### config.mk
export PLATFORM = sky130hd
export DESIGN_NAME = sseg4_decode
export DESIGN_NICKNAME = d
export VERILOG_FILES = /design/src/rtl/sseg4_decode.sv
export SDC_FILE = /design/constraint.sdc
export NUM_CORES = 1
export LEC_CHECK = 0
export ABC_AREA = 1
export BUFFER_PORTS_ARGS = -buffer_cell sky130_fd_sc_hd__buf_2
export CAP_MARGIN = 20
export CELL_PAD_IN_SITES_DETAIL_PLACEMENT = 1
export CELL_PAD_IN_SITES_GLOBAL_PLACEMENT = 2
export CORE_MARGIN = 4
export CORE_UTILIZATION = 36
export CTS_CLUSTER_SIZE = 16
export DETAILED_ROUTE_END_ITERATION = 8
export HOLD_SLACK_MARGIN = 0.02
export PLACE_DENSITY_LB_ADDON = 0.1
export SETUP_SLACK_MARGIN = 0.05
export SYNTH_ARGS = -nofsm -noshare
export SYNTH_HDL_FRONTEND = slang
export SYNTH_SLANG_ARGS = --single-unit
### constraint.sdc
create_clock -name clk -period 5.6 [get_ports clk]
set_input_delay 1.12 -clock clk [delete_from_list [all_inputs] [get_ports clk]]
set_output_delay 1.12 -clock clk [all_outputs]
set_load 0.01 [all_outputs]
### src/rtl/sseg4_decode.sv
// sseg4_decode: recovers a 4-digit hex value from a multiplexed, active-low
// seven-segment display bus. Each digit is sampled once the anodes have been
// stable long enough. A frame is published once all four digits have been seen.
module sseg4_decode #(
    parameter int SETTLE = 4
) (
    input  logic        clk,
    input  logic        rst,
    input  logic [6:0]  seg,
    input  logic [3:0]  an,
    input  logic        dp,
    output logic [15:0] data,
    output logic [3:0]  dp_mask,
    output logic        valid,
    output logic        err
);

    typedef enum logic {
        SCAN,
        HOLD
    } state_t;

    localparam logic [7:0] SETTLE_M1 = 8'(SETTLE - 1);

    state_t      state;
    state_t      state_nxt;
    logic [3:0]  an_q;
    logic [7:0]  stable_cnt;
    logic [15:0] shadow;
    logic [15:0] shadow_nxt;
    logic [3:0]  shadow_dp;
    logic [3:0]  shadow_dp_nxt;
    logic [3:0]  seen;
    logic [3:0]  seen_nxt;

    logic        an_changed;
    logic        an_blank;
    logic        sample_pt;
    logic        digit_hit;
    logic [1:0]  digit_idx;
    logic        multi_low;
    logic [6:0]  seg_hi;
    logic        seg_ok;
    logic [3:0]  nibble;
    logic        good_sample;
    logic        bad_sample;
    logic        frame_done;

    assign an_changed = (an != an_q);
    assign an_blank   = (an == 4'b1111);
    assign seg_hi     = ~seg;
    assign sample_pt  = (state == SCAN) && !an_changed && (stable_cnt == SETTLE_M1);
    assign multi_low  = !an_blank && !digit_hit;

    // Identify which digit is driven; only exactly one low anode is a real digit
    always_comb begin
        digit_hit = 1'b1;
        digit_idx = 2'd0;
        case (an)
            4'b1110: digit_idx = 2'd0;
            4'b1101: digit_idx = 2'd1;
            4'b1011: digit_idx = 2'd2;
            4'b0111: digit_idx = 2'd3;
            default: digit_hit = 1'b0;
        endcase
    end

    // Translate the active-high segment pattern back into its hex value
    always_comb begin
        seg_ok = 1'b1;
        nibble = 4'h0;
        case (seg_hi)
            7'h3F: nibble = 4'h0;
            7'h06: nibble = 4'h1;
            7'h5B: nibble = 4'h2;
            7'h4F: nibble = 4'h3;
            7'h66: nibble = 4'h4;
            7'h6D: nibble = 4'h5;
            7'h7D: nibble = 4'h6;
            7'h07: nibble = 4'h7;
            7'h7F: nibble = 4'h8;
            7'h6F: nibble = 4'h9;
            7'h77: nibble = 4'hA;
            7'h7C: nibble = 4'hB;
            7'h39: nibble = 4'hC;
            7'h5E: nibble = 4'hD;
            7'h79: nibble = 4'hE;
            7'h71: nibble = 4'hF;
            default: seg_ok = 1'b0;
        endcase
    end

    assign good_sample = sample_pt && digit_hit && seg_ok;
    assign bad_sample  = sample_pt && (multi_low || (digit_hit && !seg_ok));

    // Merge a good sample into the shadow copy; a frame completes when every digit is seen
    always_comb begin
        shadow_nxt    = shadow;
        shadow_dp_nxt = shadow_dp;
        seen_nxt      = seen;
        if (good_sample) begin
            shadow_nxt[{digit_idx, 2'b00} +: 4] = nibble;
            shadow_dp_nxt[digit_idx]            = ~dp;
            seen_nxt[digit_idx]                 = 1'b1;
        end
    end

    assign frame_done = good_sample && (seen_nxt == 4'b1111);

    // Next-state: leave SCAN after any sample point on a non-blank digit, return on anode change
    always_comb begin
        state_nxt = state;
        case (state)
            SCAN:    if (sample_pt && !an_blank) state_nxt = HOLD;
            HOLD:    if (an_changed) state_nxt = SCAN;
            default: state_nxt = SCAN;
        endcase
    end

    // Anode history and saturating stability counter
    always_ff @(posedge clk or posedge rst) begin
        if (rst) begin
            an_q       <= 4'b1111;
            stable_cnt <= 8'd0;
        end else begin
            an_q <= an;
            if (an_changed) begin
                stable_cnt <= 8'd0;
            end else if (stable_cnt != 8'hFF) begin
                stable_cnt <= stable_cnt + 8'd1;
            end
        end
    end

    // State register
    always_ff @(posedge clk or posedge rst) begin
        if (rst) begin
            state <= SCAN;
        end else begin
            state <= state_nxt;
        end
    end

    // Shadow capture, frame publication and one-cycle status pulses
    always_ff @(posedge clk or posedge rst) begin
        if (rst) begin
            shadow    <= 16'h0000;
            shadow_dp <= 4'b0000;
            seen      <= 4'b0000;
            data      <= 16'h0000;
            dp_mask   <= 4'b0000;
            valid     <= 1'b0;
            err       <= 1'b0;
        end else begin
            shadow    <= shadow_nxt;
            shadow_dp <= shadow_dp_nxt;
            seen      <= frame_done ? 4'b0000 : seen_nxt;
            valid     <= frame_done;
            err       <= bad_sample;
            if (frame_done) begin
                data    <= shadow_nxt;
                dp_mask <= shadow_dp_nxt;
            end
        end
    end

endmodule

Word level (Yosys, flattened, before mapping)

Index checks and enable logic that the tools add are counted.

Logic and storage cells: 80
Flip-flop bits (word level): 59
Bits of input ports: 14
Output and inout bits: 22

Shift-type cells: 2
Multiplexer cells: 17
$lt $le $gt $ge: 2
Add/subtract/negate cells: 2
Eq/ne operators: 25
Reductions and logical operators: 18
Bitwise gates (word level): 4

Operators with widths:

| operator                                             | number |
|---|---|
| == test 7 bit, second input constant                 | 12 |
| case mux 4 bit (15 select lines)                     | 1 |
| == test 4 bit, second input constant                 | 5 |
| bitwise mux 16 bit                                   | 1 |
| 2-to-1 mux 16 bit                                    | 1 |
| 2-to-1 mux 8 bit                                     | 2 |
| OR reduction 16 bit                                  | 1 |
| variable shift 4 x 6 -> 16 bit, first input constant | 1 |
| indexed part select 4 x 6 -> 16 bit                  | 1 |
| == test 7 x 3 -> 1 bit, second input constant        | 2 |
| == test 7 x 6 -> 1 bit, second input constant        | 2 |
| 2-to-1 mux 4 bit                                     | 3 |
| logical AND 1 bit                                    | 10 |
| adder 8 x 1 -> 8 bit, second input constant          | 1 |
| == test 8 x 2 -> 1 bit, second input constant        | 1 |
| != test 8 bit, second input constant                 | 1 |
| inverter 7 bit                                       | 1 |
| negator 4 -> 6 bit                                   | 1 |
| case mux 2 bit (3 select lines)                      | 1 |
| 2-to-1 mux 1 bit                                     | 5 |
| bitwise mux 4 bit                                    | 1 |
| == test 4 x 3 -> 1 bit, second input constant        | 1 |
| zero test 1 bit                                      | 4 |
| != test 4 bit                                        | 1 |
| 9 further kinds                                      | 10 |

Depth between registers and ports, before layout

Depth in word-level cells: 11
Mapped depth: 16
Gate-level depth less buffers: 15

Least setup slack after synthesis

OpenSTA, ideal clock, no wires.

Path type: input to register
Start point: input an[3]
End point: register data[13]
Cell stages on the path: 14
Setup time: 0.117 ns
Buffers on the path: 1
Arrival: 2.719 ns
Path slack: 2.765 ns
Data required time: 5.483 ns
Cells stage by stage: nand2_1 inv_1 nand3b_1 nand2_1 inv_1 ha_1 or2_2 nand3_1 nand2_1 nand2_1 nor2_4 buf_6 nand3_1 nand2_1

Longest elaborated chain between the ends: 10
Elaborated cells between the ends (all ways): 27
Those cells by class: add/sub (1); order compare (2); eq/ne (6); shift (2); mux (7); bitwise (1); reduce/logical (8)

Ends and longest elaborated chain:

| element                                                                                                          | RTL line | source |
|---|---|---|
| from (decl)                                                                                                      | 10       | `input logic [3:0] an,` |
| == test 4 x 3 -> 1 bit / == test 4 bit (equally long branches)                                                   | 59       | `case (an)` |
| case mux 2 bit (3 select lines)                                                                                  | 59       |  |
| less-than comparator 2 x 3 -> 1 bit (not written as such) / >= comparator 2 x 1 -> 1 bit (equally long branches) | 104      | `seen_nxt[digit_idx] = 1'b1;` |
| logical AND 1 bit (not written as such)                                                                          | 104      |  |
| 2-to-1 mux 1 bit (not written as such)                                                                           | 104      |  |
| demux 1 bit (select 2 bit)                                                                                       | 104      |  |
| bitwise OR 4 bit (no source line)                                                                                | n/a      |  |
| 2-to-1 mux 4 bit                                                                                                 | 101      | `if (good_sample) begin` |
| == test 4 bit                                                                                                    | 108      | `assign frame_done = good_sample && (seen_nxt == 4'b1111);` |
| logical AND 1 bit                                                                                                | 108      |  |
| to (signal assigned)                                                                                             | 161      | `data <= shadow_nxt;` |
| to (decl)                                                                                                        | 12       | `output logic [15:0] data,` |

Parallel ways exist; a longest one is shown, timed or not.
A chain may end at the register's enable or synchronous reset.

Worst setup path in the final report

Start point: input an[3]
End point: register data[9]

Elaborated cells between the ends (all ways): 27
Those cells by class: add/sub (1); order compare (2); eq/ne (6); shift (2); mux (7); bitwise (1); reduce/logical (8)

RTL lines:

| element                                                    | RTL line | source |
|---|---|---|
| branches (longest 6 deep; another with negator 4 -> 6 bit) | n/a      |  |
| 2-to-1 mux 16 bit (*)                                      | 101      |  |
| net shadow_nxt[9]                                          | 30       | `logic [15:0] shadow_nxt;` |

Mark *: on every way through the listed nets, which the timed path passes.

==> impl_metrics.csv <==
group,metric,value,unit
run_status,outcome,"complete, no violations",
worst_setup_path,worst_setup_path_start_kind,"input port",
drt,firstDrtPassIters,4,
worst_setup_path,path_cells,"buf_2, nand2_1, inv_1, nand3b_1, nand2_1, inv_1, ha_1, inv_1, nor2_1, nand4_1, nand2_1, nand2_1, nand2_1, nand3_1, nand2_1",
synthesis,synth_top_cell_area_share,43.9,%
drt,detail_route.wirelength,7740,µm
power_and_ir_drop,netSwitchingFraction,26.3,%
clock_network,postCtsSetupRepairBufs,0,
clock_network,tritoncts,"done",
synthesis,synthTopCellsByCount,"nand2_1 (121), dfrtp_1 (55), nand3_1 (47)",
synthesis,synthArstFlopShare,100,%
power_and_ir_drop,sequentialPowerShare,52.7,%
clock_network,clock_latency,0.33,ns
power_and_ir_drop,power.leakage,0.00199,µW
global_routing,overflow,0,
synthesis,seq_area_frac_synth,47.2,%
synthesis,yosysMostFrequentCell,"nand2_1",
power_and_ir_drop,pwr-share-clk,39.9,%
die,start_util,37.6,%
global_routing,antenna_found_initial,0,
clock_network,cts_hold_buf,0,
finish,syn2layout_area_growth,14.2,%
sta,worstMarginPinSlew,0.748,ns
run,drv_cap,0,
finish,fin_nets,472,
power_and_ir_drop,ir_worst_vdd,0.116,mV
worst_setup_path,cpMostUsedCell,"nand2_1",
power_and_ir_drop,p_sw,214,µW
die,core-area,8340,µm²
drt,drcViolationCount,0,
power_and_ir_drop,powerDensity,228,nW/µm²
synthesis,syn_nets,429,
worst_setup_path,required,5.87,ns
clock_network,cts_buffer_depth,2,
synthesis,synthFlopType,"dfrtp_1",
die,die_width,101,µm
drt,postRouteAntennaNets,0,
sta,fin_hold_ws,0.470,ns
min_path,hold_path_class,"reg2reg",
placed_design,dp_hpwl,5750,µm
clock_network,cts_root_buf,"clkbuf_8",
worst_setup_path,worst-path-max-fanout,13,
synthesis,ys_types,32,
synthesis,netlist_area,3140,µm²
drt,avgViaCountPerCell,4.87,
global_routing,gr-usage-all-layers,16.9,%
synthesis,synth_area_leader_cell,"dfrtp_1",
clock_network,htreeDepth,3,
synthesis,ys_ff_latch,59,
worst_setup_path,timing.critical_path.slowest_cell_delay,0.43,ns
sta,rsz0062_at_grt,"no",
synthesis,synthTopCellsByArea,"dfrtp_1 (44%), nand2_1 (14%), nand3_1 (7.5%), nor2_1 (5.5%), inv_1 (4.3%)",
finish,n_antenna_cell,0,
power_and_ir_drop,internal_power,601,µW
clock_network,path_clk_slew,0.07,ns
placed_design,io_buffers,35,
synthesis,syn_inst,407,
worst_setup_path,cp-end-kind,"register",
placed_design,dp_cells,544,
sta,fin_crit,3.15,ns
sta,fmax,318,MHz
worst_setup_path,critPathArrivalTime,3.42,ns
sta,slew_headroom,50.1,%
global_routing,first_global_vias,2882,
sta,setup-violations-final,0,
global_routing,grt_max_degree,60,
sta,hold_viol,0,
synthesis,ys_warn_count,0,
die,rows,33,
sta,fin_crit_sh,56.2,%
sta,finClkSkew,0.00918,ns
clock_network,cts.sinks,59,
finish,drive_gt1_share,18.9,%
drt,drtIter0Drc,84,
die,io_pins,36,
synthesis,syn_avg_cell_area,7.70,µm²
clock_network,numCtsBuffers,9,
drt,num_vias,2722,
die,die_y,101,µm
sta,slew_violations,0,
synthesis,synth_edf_count,0,
power_and_ir_drop,p_comb_share,7.4,%
worst_setup_path,worst_path_max_delay_cell,"ha_1",
clock_network,ctsResizeCount,0,
worst_setup_path,crit_type,"in2reg",
sta,fin_tns_setup,0,ns
drt,wl_per_cell,13.9,µm
placed_design,routabilityCongestion,0.797,
placed_design,dp_slack,2.14,ns
global_routing,grt_pass1_wl,13700,µm
die,die_area,10300,µm²
sta,worst_slack,2.45,ns
finish,final_cells,559,
[per-stage QoR]
stage	utilization, %	instance area (µm²)	power, µW
2_1_floorplan	-	3140	477
3_3_place_gp	41.0	3420	497
3_5_place_dp	41.0	3420	499
4_1_cts	42.9	3580	831
5_1_grt	42.9	3580	860
6_report	42.9	3580	815
[final cells by class]
class                      instances  area [µm²]
clock buffer                      10         128
clock inverter                     5        31.3
fill                            1076        4760
inverter                          48         180
multi-input combinational        294        1430
sequential                        59        1480
tap                              105         131
timing repair buffer              38         198
[final timing paths]
check,start,endpoint,slack [ns],cells after the start
worst max-delay path,an[3],data[9]$_DFFE_PP0P_,2.45,15
worst min-delay path,data[15]$_DFFE_PP0P_,data[15]$_DFFE_PP0P_,0.47,2
worst max register to register,stable_cnt[0]$_DFFE_PP0P_,seen[1]$_DFF_PP0_,3.25,14
worst min register to register,data[15]$_DFFE_PP0P_,data[15]$_DFFE_PP0P_,0.47,2
max in group asynchronous,rst,seen[1]$_DFF_PP0_,4.10,3
min in group asynchronous,rst,data[1]$_DFFE_PP0P_,0.99,3
[sequential cells by signal, indices dropped and copies added (netlist names)]
register	count
data	16
shadow	16
stable_cnt	8
an_q	4
dp_mask	4
seen	4
shadow_dp	4
err	1
state	1
valid	1
[layer usage]
layer	wire length [µm]	GRT usage (%)
met5	0	0
met4	77	4.60
met3	235	3.79
met2	3610	27.5
met1	3820	22.6
[critical path: cells and delay by family]
family,cells,cell delay [ns]
adders and majority gates,1,0.43
buffers and inverters,4,0.52
and+or+nand+nor,10,1.35
[power by group through the flow]
stage | sequential, µW | clock, µW | combinational (µW)
after floorplan | 438 | 0 | 39.3
after global placement | 438 | 0 | 59.6
after detailed placement | 438 | 0 | 61.3
after CTS | 430 | 340 | 61.5
after global routing | 430 | 361 | 69.0
final | 430 | 325 | 60.1
[placed cells by master, fill, tap and decap left out, types with 3 or more instances in the layout]
cell      count
a211oi_1      3
buf_2        35
buf_4         3
clkbuf_8      9
clkinv_2      3
dfrtp_1      55
dfstp_2       4
ha_1          8
inv_1        35
inv_2        11
nand2_1     121
nand3_1      47
nand4_1       9
nor2_1       46
nor2_2        7
nor3_1        7
o21ai_0      16
o21ai_1       5
or2_2         3
xor2_1        4
[cells by family (layout without fill, tap and decap cells)]
| family | Yosys count | in the layout | share of synthesized area (%) |
|---|---|---|---|
| and+or+nand+nor | 251 | 251 | 35.8 |
| DFF | 59 | 59 | 47.2 |
| AOI/OAI and AO/OA | 31 | 31 | 5.51 |
| buffers and inverters | 54 | 101 | 7.10 |
| xor gates and xnor gates | 4 | 4 | 1.12 |
| adders and majority gates | 8 | 8 | 3.19 |
Note: power is estimated with default switching activity, not from simulation.
